File: src/rtl/reset_seq_pkg.sv
`default_nettype none
// ============================================================================
// Module      : reset_seq_pkg
// Description : Shared definitions for the staged reset release sequencer:
//               FSM state encoding, counter/index width helpers and the
//               parameter legality check used at elaboration.
// Revision    : 1.0 - initial release
// ============================================================================
package reset_seq_pkg;

    // FSM state encoding
    localparam logic [1:0] HOLD  = 2'd0;
    localparam logic [1:0] WAIT  = 2'd1;
    localparam logic [1:0] DONE  = 2'd2;
    localparam logic [1:0] FAULT = 2'd3;

    // Width of the shared settle/timeout counter: it must hold max(DELAY, TIMEOUT).
    function automatic int cnt_width(input int delay, input int timeout);
        int m;
        m = (delay > timeout) ? delay : timeout;
        return (m < 1) ? 1 : $clog2(m + 1);
    endfunction

    // Width of the stage index / fault_stage output.
    function automatic int idx_width(input int stages);
        return (stages > 1) ? $clog2(stages) : 1;
    endfunction

    function automatic bit params_ok(input int stages, input int delay, input int timeout);
        return (delay >= 1) && (stages >= 1) && (stages <= 16) && (timeout >= 0);
    endfunction

endpackage : reset_seq_pkg
`default_nettype wire

File: src/rtl/reset_seq_sync2.sv
`default_nettype none
// ============================================================================
// Module      : sync2
// Description : Two-flop single-bit synchronizer with synchronous clear.
// Ports       : clock - destination clock
//               reset - synchronous active-high clear of both flops
//               d     - asynchronous input bit
//               q     - synchronized output bit
// Revision    : 1.0 - initial release
// ============================================================================
module sync2
    import reset_seq_pkg::*;
(
    input  logic clock,
    input  logic reset,
    input  logic d,
    output logic q
);

    logic r_meta;

    always_ff @(posedge clock) begin
        if (reset) begin
            r_meta <= 1'b0;
            q      <= 1'b0;
        end else begin
            r_meta <= d;
            q      <= r_meta;
        end
    end

endmodule : sync2
`default_nettype wire

File: src/rtl/reset_seq.sv
`default_nettype none
// ============================================================================
// Module      : reset_seq
// Description : Staged reset release sequencer. Releases STAGES downstream
//               reset domains in ascending order; each release is preceded
//               by DELAY settling cycles and followed by a wait for that
//               stage's ready. A missing ready (TIMEOUT cycles, 0 = forever)
//               latches a fault until reset.
// Ports       : clock       - single clock, rising edge
//               reset       - synchronous active-high reset
//               ready       - per-stage acknowledge, asynchronous
//               stage_reset - registered active-high reset per stage
//               done        - every stage released and acknowledged
//               fault       - sequence aborted, latched until reset
//               fault_stage - index of the stage that faulted
// Config      : RESET_SEQ_MONITOR_EN - when defined, a drop of ready on an
//               already acknowledged stage forces FAULT.
// Revision    : 1.0 - initial release
// ============================================================================
module reset_seq
    import reset_seq_pkg::*;
#(
    parameter int STAGES  = 4,
    parameter int DELAY   = 16,
    parameter int TIMEOUT = 1024
) (
    input  logic                            clock,
    input  logic                            reset,
    input  logic [STAGES-1:0]               ready,
    output logic [STAGES-1:0]               stage_reset,
    output logic                            done,
    output logic                            fault,
    output logic [idx_width(STAGES)-1:0]    fault_stage
);

    localparam int c_idx_w = idx_width(STAGES);
    localparam int c_cnt_w = cnt_width(DELAY, TIMEOUT);

    localparam logic [c_cnt_w-1:0] c_delay_last   = c_cnt_w'(DELAY - 1);
    localparam logic [c_cnt_w-1:0] c_timeout_last = c_cnt_w'((TIMEOUT > 0) ? TIMEOUT - 1 : 0);
    localparam logic [c_cnt_w-1:0] c_cnt_max      = {c_cnt_w{1'b1}};
    localparam logic [c_idx_w-1:0] c_last_idx     = c_idx_w'(STAGES - 1);

    generate
        if (!params_ok(STAGES, DELAY, TIMEOUT)) begin : g_bad_params
            $error("reset_seq: illegal parameters (need DELAY>=1, 1<=STAGES<=16, TIMEOUT>=0)");
        end
    endgenerate

    logic [1:0]          r_state;
    logic [c_idx_w-1:0]  r_idx;
    logic [c_cnt_w-1:0]  r_cnt;

    logic [STAGES-1:0]   w_ready_s;
    logic [STAGES-1:0]   w_sync_clr;
    logic                w_drop_any;
    logic [c_idx_w-1:0]  w_drop_idx;

    // A stage's acknowledge is only believed once its own reset has been
    // released, so each synchronizer is also held clear while its stage is
    // in reset. A ready that is already high before release is therefore
    // seen two cycles after the release, like any fresh ready edge.
    assign w_sync_clr = {STAGES{reset}} | stage_reset;

    generate
        for (genvar gi = 0; gi < STAGES; gi++) begin : g_sync
            sync2 u_sync2 (
                .clock (clock),
                .reset (w_sync_clr[gi]),
                .d     (ready[gi]),
                .q     (w_ready_s[gi])
            );
        end
    endgenerate

`ifdef RESET_SEQ_MONITOR_EN
    logic [STAGES-1:0] w_acked;
    logic [STAGES-1:0] w_dropped;

    // Stages below idx have acknowledged; in DONE all of them have.
    always_comb begin
        w_acked = '0;
        for (int i = 0; i < STAGES; i++) begin
            if ((r_state == DONE) ||
                (((r_state == HOLD) || (r_state == WAIT)) && (c_idx_w'(i) < r_idx))) begin
                w_acked[i] = 1'b1;
            end
        end
    end

    assign w_dropped = w_acked & ~w_ready_s;

    // Descending scan so the lowest dropped index wins.
    always_comb begin
        w_drop_any = |w_dropped;
        w_drop_idx = '0;
        for (int i = STAGES - 1; i >= 0; i--) begin
            if (w_dropped[i]) begin
                w_drop_idx = c_idx_w'(i);
            end
        end
    end
`else
    assign w_drop_any = 1'b0;
    assign w_drop_idx = '0;
`endif

    always_ff @(posedge clock) begin
        if (reset) begin
            r_state     <= HOLD;
            r_idx       <= '0;
            r_cnt       <= '0;
            stage_reset <= '1;
            done        <= 1'b0;
            fault       <= 1'b0;
            fault_stage <= '0;
        end else if (w_drop_any) begin
            // A drop outranks a same-cycle timeout.
            r_state     <= FAULT;
            stage_reset <= '1;
            done        <= 1'b0;
            fault       <= 1'b1;
            fault_stage <= w_drop_idx;
        end else begin
            case (r_state)
                HOLD: begin
                    if (r_cnt == c_delay_last) begin
                        stage_reset[r_idx] <= 1'b0;
                        r_state            <= WAIT;
                        r_cnt              <= '0;
                    end else if (r_cnt != c_cnt_max) begin
                        r_cnt <= r_cnt + 1'b1;
                    end
                end
                WAIT: begin
                    if (w_ready_s[r_idx]) begin
                        if (r_idx == c_last_idx) begin
                            r_state     <= DONE;
                            done        <= 1'b1;
                            stage_reset <= '0;
                        end else begin
                            r_idx   <= r_idx + 1'b1;
                            r_state <= HOLD;
                            r_cnt   <= '0;
                        end
                    end else if ((TIMEOUT != 0) && (r_cnt == c_timeout_last)) begin
                        r_state     <= FAULT;
                        stage_reset <= '1;
                        done        <= 1'b0;
                        fault       <= 1'b1;
                        fault_stage <= r_idx;
                    end else if (r_cnt != c_cnt_max) begin
                        r_cnt <= r_cnt + 1'b1;
                    end
                end
                default: begin
                    // DONE and FAULT hold until reset.
                    r_state <= r_state;
                end
            endcase
        end
    end

endmodule : reset_seq
`default_nettype wire

File: config.mk
export PLATFORM = sky130hd
export DESIGN_NAME = reset_seq
export DESIGN_NICKNAME = d
export VERILOG_FILES = /design/src/rtl/reset_seq_pkg.sv /design/src/rtl/reset_seq_sync2.sv /design/src/rtl/reset_seq.sv
export SDC_FILE = /design/constraint.sdc
export NUM_CORES = 1
export LEC_CHECK = 0
export ABC_AREA = 1
export BUFFER_PORTS_ARGS = -buffer_cell sky130_fd_sc_hd__buf_2
export CORE_MARGIN = 2
export CORE_UTILIZATION = 62
export CTS_CLUSTER_SIZE = 10
export DETAILED_ROUTE_END_ITERATION = 10
export GPL_ROUTABILITY_DRIVEN = 0
export GPL_TIMING_DRIVEN = 0
export PLACE_DENSITY_LB_ADDON = 0.08
export SLEW_MARGIN = 5
export SYNTH_ARGS = -nofsm -noshare
export SYNTH_HDL_FRONTEND = slang
export SYNTH_SLANG_ARGS = --single-unit
File: constraint.sdc
create_clock -name clock -period 3.8 [get_ports clock]
set_input_delay 0.38 -clock clock [delete_from_list [all_inputs] [get_ports clock]]
set_output_delay 0.38 -clock clock [all_outputs]
set_load 0.02 [all_outputs]
==> results of run 1 <==
[final cells by class]
| type | instances | area (µm²) |
|---|---|---|
| clock buffers | 6 | 51.3 |
| multi-input cells | 165 | 846 |
| fillers | 215 | 701 |
| clock inverters | 1 | 5.00 |
| plain buffers | 2 | 8.76 |
| flip-flops and latches | 31 | 621 |
| inverters | 32 | 120 |
| repair buffers | 13 | 65.1 |
| well taps | 30 | 37.5 |
[cell usage in the layout, fill, tap and decap left out, drive strengths merged]
cell,netlist,layout
nand2,66,66
inv,32,32
nor2,32,32
dfxtp,31,31
nand3,23,23
o21ai,15,15
buf,1,14
a21oi,8,8
clkbuf,1,7
nand4,6,6
ha,5,5
nor3,3,3
xor2,2,2
xnor2,2,2
o211ai,1,1
or2,1,1
o21a,1,1
clkinv,0,1
[metal layers]
metal  GRT usage [%]  wire length (µm)  vias up
met5               0                 0        -
met4            13.3                68        0
met3            7.65               155        8
met2            40.3              1460       39
met1            26.2              1390      642
li1                -                 -      770
[stage by stage]
step	total power, W	instance area (µm²)	cells	worst slack, ns	hold slack (ns)
floorplan	0.000354	1600	230	2.33	0.394
detailed placement	0.000363	1700	273	2.05	0.399
global placement	0.000362	1700	273	2.08	0.395
CTS	0.000556	1750	280	2.03	0.231
global route	0.000573	1750	280	1.88	0.241
finish	0.000550	1750	280	2.00	0.248
[cell families (layout without fill, tap and decap cells)]
family / after synthesis / count (layout) / share of synthesized area [%]
AND/OR/NAND/NOR: 131 / 131 / 38.7
buffers and inverters: 34 / 54 / 8.08
flip-flops: 31 / 31 / 38.9
AO/OA/AOI/OAI: 25 / 25 / 8.16
adder cells (fa/ha/maj): 5 / 5 / 3.92
XOR/XNOR: 4 / 4 / 2.20
[state kept, by name (all words and copies together) (netlist names)]
register,count
r_cnt,11
r_state,2
done,1
fault_stage,2
g_sync.u_sync2.r_meta,4
stage_reset,4
g_sync.u_sync2.q,4
fault,1
r_idx,2
[final timing paths]
| path | cells past startpoint | end | start | slack [ns] |
|---|---|---|---|---|
| max | 9 | stage_reset[0]$_SDFFE_PP1P_ | r_cnt[0]$_SDFFE_PP0P_ | 2.00 |
| min | 3 | g_sync[2].u_sync2.r_meta$_SDFF_PP0_ | ready[2] | 0.25 |
| max reg2reg | 9 | stage_reset[0]$_SDFFE_PP1P_ | r_cnt[0]$_SDFFE_PP0P_ | 2.00 |
| min reg2reg | 2 | g_sync[0].u_sync2.q$_SDFF_PP0_ | g_sync[0].u_sync2.r_meta$_SDFF_PP0_ | 0.41 |
[tightest hold or removal path, delay by kind of cell]
| family | cells | cell delay [ns] |
|---|---|---|
| buf+inv | 2 | 0.14 |
| simple gates | 1 | 0.03 |
[power by group]
group	switching [W]	internal, W	leakage (nW)
Sequential	0.00000405	0.000328	0.250
Combinational	0.0000148	0.00000860	0.565
Clock	0.000108	0.0000856	0.0341
Total	0.000127	0.000422	0.849
==> results.sh, run 1 <==
export IMPL_synth_most_common_cell="nand2_1"
export IMPL_min_period_ns=1.80
export IMPL_wire_per_inst_um=11.0
export IMPL_holdBufCountCts=0
export IMPL_crit_slowest_cell="dfxtp_1"
export IMPL_async_reset_ff_share_pct=0
export IMPL_synth_cell_types=23
export IMPL_clk_pin_slew_ns=0.10
export IMPL_critPathTopFamily="simple AND/OR/NAND/NOR gates"
export IMPL_syn_area_um2=1600
export IMPL_dp_hpwl_um=2320
export IMPL_crit_path_frequent_cell="nand2_1"
export IMPL_p_leak_nw=0.849
export IMPL_ctsHtreeMaxLevel=2
export IMPL_syn_area_per_cell_um2=6.94
export IMPL_fin_crit_sh_pct=47.5
export IMPL_fin_util_pct=71.5
export IMPL_drive_gt1_share_pct=14.4
export IMPL_grt_max_degree=11
export IMPL_row_count=18
export IMPL_synth_top_cell_area_share_pct=38.9
export IMPL_antennaDiodeCount=0
export IMPL_tightest_slew_ns=0.399
export IMPL_yosysTopAreaCell="dfxtp_1"
export IMPL_dieArea_um2=2990
export IMPL_core_um2=2450
export IMPL_cts_sinks=31
export IMPL_vias_per_cell=5.21
export IMPL_tritoncts="done"
export IMPL_antenna_left=0
export IMPL_antenna_found_initial=0
export IMPL_clk_latency_ns=0.33
export IMPL_worstPathMaxFanout=6
export IMPL_synth_fp_nets=241
export IMPL_yosys_warnings=0
export IMPL_setup_tns_ns=0
export IMPL_post_cts_resize_count=0
export IMPL_start_util_pct=65.0
export IMPL_hold_class="input pin to register"
export IMPL_clock_fmax_mhz=554
export IMPL_die_w_um=54.7
export IMPL_power_density_nw_per_um2=313
export IMPL_grt_total_usage_pct=23.9
export IMPL_start_kind="register"
export IMPL_clockBufferDepth=2
export IMPL_drtPass1Iterations=4
export IMPL_cap_violations=0
export IMPL_critPathMaxStageDelay_ns=0.41
export IMPL_root_buffer="clkbuf_4"
export IMPL_areaGrowthSynthToFinish_pct=9.96
export IMPL_outcome="completed"
export IMPL_rsz0062_at_grt="false"
export IMPL_cp_data_arrival_time_ns=2.08
export IMPL_fin_nets=261
export IMPL_drcViolationCount=0
export IMPL_hold_viol_final=0
export IMPL_drt_iter0_markers=40
export IMPL_io_buffers=13
export IMPL_die_height_um=54.7
export IMPL_max_slew_margin_pct=73.4
export IMPL_overflow=0
export IMPL_grt_pass1_wl_um=4990
export IMPL_crit_path_end_kind="register"
export IMPL_drv_slew=0
export IMPL_ios=14
export IMPL_synth_flop_cell="dfxtp_1"
export IMPL_finalSetupViolations=0
export IMPL_synth_seq_cells=31
export IMPL_grt_pass1_vias=1202
export IMPL_synth_seq_area_share_pct=38.9
export IMPL_path_cells="ha_1 > nand2_2 > nor2_4 > nand3_2 > nand3_1 > nand2_1 > nor2_2 > nand2_1 > nand2_1"
export IMPL_crit_buf_inv=0
export IMPL_crit_type="register to register"
export IMPL_synth_area_leaders="dfxtp_1, nand2_1, inv_1"
export IMPL_synth_edf_count=0
export IMPL_via_count=1459
export IMPL_ys_top_cells_by_count="nand2_1, dfxtp_1, inv_1, nor2_1, nand3_1"
export IMPL_numCtsBuffers=5
export IMPL_postSynthCellCount=230
export IMPL_finClkSkew_ns=0.0124
export IMPL_post_cts_buffers=0
export IMPL_required_ns=4.08
export IMPL_irDropWorstVdd_mv=0.305
export IMPL_wirelength_um=3070
Note: power is estimated with default switching activity, not from simulation.
==> run 2: changes to the inputs <==
- CORE_UTILIZATION: 62 -> 52
- clock period: 3.8 -> 1.5 ns (I/O delays scaled with it)
==> run 2 against run 1 <==
The flow now finishes with violations (setup timing). Non-clock buffer count grew 12. Critical path depth did not move. Global-route usage fell by 1.9 points. Die area is 18% higher. First-iteration DRC count increased by 120%. Largest power group unchanged.
==> results.sh, run 2 (synthesis results as in run 1) <==
export IMPL_outcome="finished, violations left"
export IMPL_violations="setup timing"
export IMPL_crit_path_end_kind="register"
export IMPL_start_kind="register"
export IMPL_clk_latency_ns=0.34
export IMPL_grt_pass1_wl_um=5810
export IMPL_multiInputGateArea_um2=942
export IMPL_ios=14
export IMPL_areaGrowthSynthToFinish_pct=24.0
export IMPL_grt_pass1_vias=1389
export IMPL_via_count=1511
export IMPL_register_area_um2=639
export IMPL_cp_data_arrival_time_ns=1.80
export IMPL_hold_class="input pin to register"
export IMPL_place_inst=276
export IMPL_die_w_um=59.4
export IMPL_clockBufferDepth=2
export IMPL_path_cells="ha_4 > nand2_4 > nor2_4 > nand3_4 > nor2_4 > nor2_4 > buf_12 > nor2_8 > buf_4"
export IMPL_finalSetupViolations=4
export IMPL_crit_path_frequent_cell="nor2_4"
export IMPL_dp_hpwl_um=2380
export IMPL_fin_nets=273
export IMPL_start_util_pct=53.6
export IMPL_wire_per_inst_um=12.1
export IMPL_switching_share_pct=24.0
export IMPL_max_slew_margin_pct=73.7
export IMPL_drtPass1Iterations=4
export IMPL_pwr_share_seq_pct=59.1
export IMPL_vias_per_cell=5.12
export IMPL_io_buffers=13
export IMPL_final_common_cell="nand2_1"
export IMPL_row_count=20
export IMPL_power_density_nw_per_um2=719
export IMPL_tritoncts="done"
export IMPL_p_int_w=0.00108
export IMPL_drcViolationCount=0
export IMPL_drt_iter0_markers=87
export IMPL_regMostFlops="r_cnt"
export IMPL_critPathMaxStageDelay_ns=0.36
export IMPL_clk_pin_slew_ns=0.10
export IMPL_ctsHtreeMaxLevel=2
export IMPL_core_um2=2980
export IMPL_min_period_ns=1.52
export IMPL_hold_viol_final=0
export IMPL_p_leak_nw=0.941
export IMPL_largest_register_ff_count=11
export IMPL_final_cell_mix="nand2_1, inv_1, dfxtp_1"
export IMPL_holdBufCountCts=0
export IMPL_antenna_found_initial=0
export IMPL_die_height_um=59.4
export IMPL_grt_max_degree=11
export IMPL_final_cells=295
export IMPL_fin_crit_sh_pct=101
export IMPL_setup_slack_ns=-0.0197
export IMPL_numCtsBuffers=5
export IMPL_wirelength_um=3580
export IMPL_finalPower_w=0.00142
export IMPL_rsz0062_at_grt="true"
export IMPL_dieArea_um2=3530
export IMPL_grt_total_usage_pct=22.0
export IMPL_irDropWorstVdd_mv=0.554
export IMPL_tightest_slew_ns=0.395
export IMPL_drv_slew=0
export IMPL_fillers=276
export IMPL_worstPathMaxFanout=10
export IMPL_p_sw_w=0.000342
export IMPL_cts_sinks=31
export IMPL_overflow=0
export IMPL_antennaDiodeCount=0
export IMPL_antenna_left=0
export IMPL_root_buffer="clkbuf_4"
export IMPL_finClkSkew_ns=0.0162
export IMPL_drive_gt1_share_pct=29.0
export IMPL_cap_violations=0
export IMPL_required_ns=1.78
export IMPL_crit_buf_inv=2
export IMPL_comb_power_share_pct=5.5
export IMPL_crit_type="register to register"
export IMPL_pre_cts_ws_ns=-0.282
export IMPL_fin_util_pct=66.4
export IMPL_clock_power_share_pct=35.4
export IMPL_critPathTopFamily="simple AND/OR/NAND/NOR gates"
export IMPL_setup_tns_ns=-0.0264
export IMPL_crit_slowest_cell="dfxtp_4"
export IMPL_clock_fmax_mhz=658
## run 2: cell count changes in the layout (fill, tap and decap cells not counted), moves of 3 or more
cell / previous run / this run
nand2_2: 2 / 6
nand2_1: 64 / 58
dfxtp_2: 0 / 6
o21ai_1: 0 / 5
dfxtp_1: 31 / 22
nand3_1: 19 / 16
buf_4: 0 / 12
o21ai_0: 15 / 9
nor2_2: 2 / 5
dfxtp_4: 0 / 3
nor2_1: 25 / 20
## run 2: area by class of cell
type / count / share of cell area [%]
Clock inverter: 1 / 0.253
Sequential cell: 31 / 32.3
Tap cell: 33 / 2.09
Buffer: 2 / 0.569
Clock buffer: 6 / 2.59
Multi-Input combinational cell: 165 / 47.6
Timing Repair Buffer: 25 / 8.48
Inverter: 32 / 6.07
## run 2: worst min-delay path, cell delays in order
cell and delay (ns):
buf_2 0.10, inv_1 0.04, nor2_1 0.03
## run 2: final timing paths
| kind | startpoint | endpoint | slack (ns) | depth (start not counted) |
|---|---|---|---|---|
| setup reg to reg | r_cnt[1]$_SDFFE_PP0P_ | r_state[1]$_SDFFE_PP0P_ | -0.02 | 9 |
| setup / recovery | r_cnt[1]$_SDFFE_PP0P_ | r_state[1]$_SDFFE_PP0P_ | -0.02 | 9 |
| hold reg to reg | g_sync[3].u_sync2.r_meta$_SDFF_PP0_ | g_sync[3].u_sync2.q$_SDFF_PP0_ | 0.41 | 2 |
| hold / removal | ready[2] | g_sync[2].u_sync2.r_meta$_SDFF_PP0_ | 0.02 | 3 |
## run 2: through the flow
step | area, µm² | hold slack, ns
finish | 1980 | 0.0226
global route | 1980 | 0.00188
CTS | 1900 | 0.0124
detailed placement | 1700 | 0.369
global placement | 1700 | 0.363
floorplan | 1600 | 0.219
## run 2: power by group through the flow
stage               clock network [W]  logic [W]  registers, W
finish                       0.000503  0.0000785      0.000840
global route                 0.000552  0.0000884      0.000842
CTS                          0.000511  0.0000741      0.000840
detailed placement                  0  0.0000593      0.000861
global placement                    0  0.0000581      0.000861
floorplan                           0  0.0000376      0.000860
## run 2: repair_timing
action                     in CTS  in global routing
setup endpoints to repair      20                 19
resized for setup              22                 24
buffers inserted                8                  6
pin swaps                      10                  5
## run 2: metal layers
layer / vias up / GRT usage, % / share of wire (%)
li1: 794 / - / -
met1: 678 / 25.2 / 44
met2: 31 / 37.8 / 50
met3: 8 / 6.99 / 3.2
met4: 0 / 8.44 / 2.0
met5: - / 0 / 0
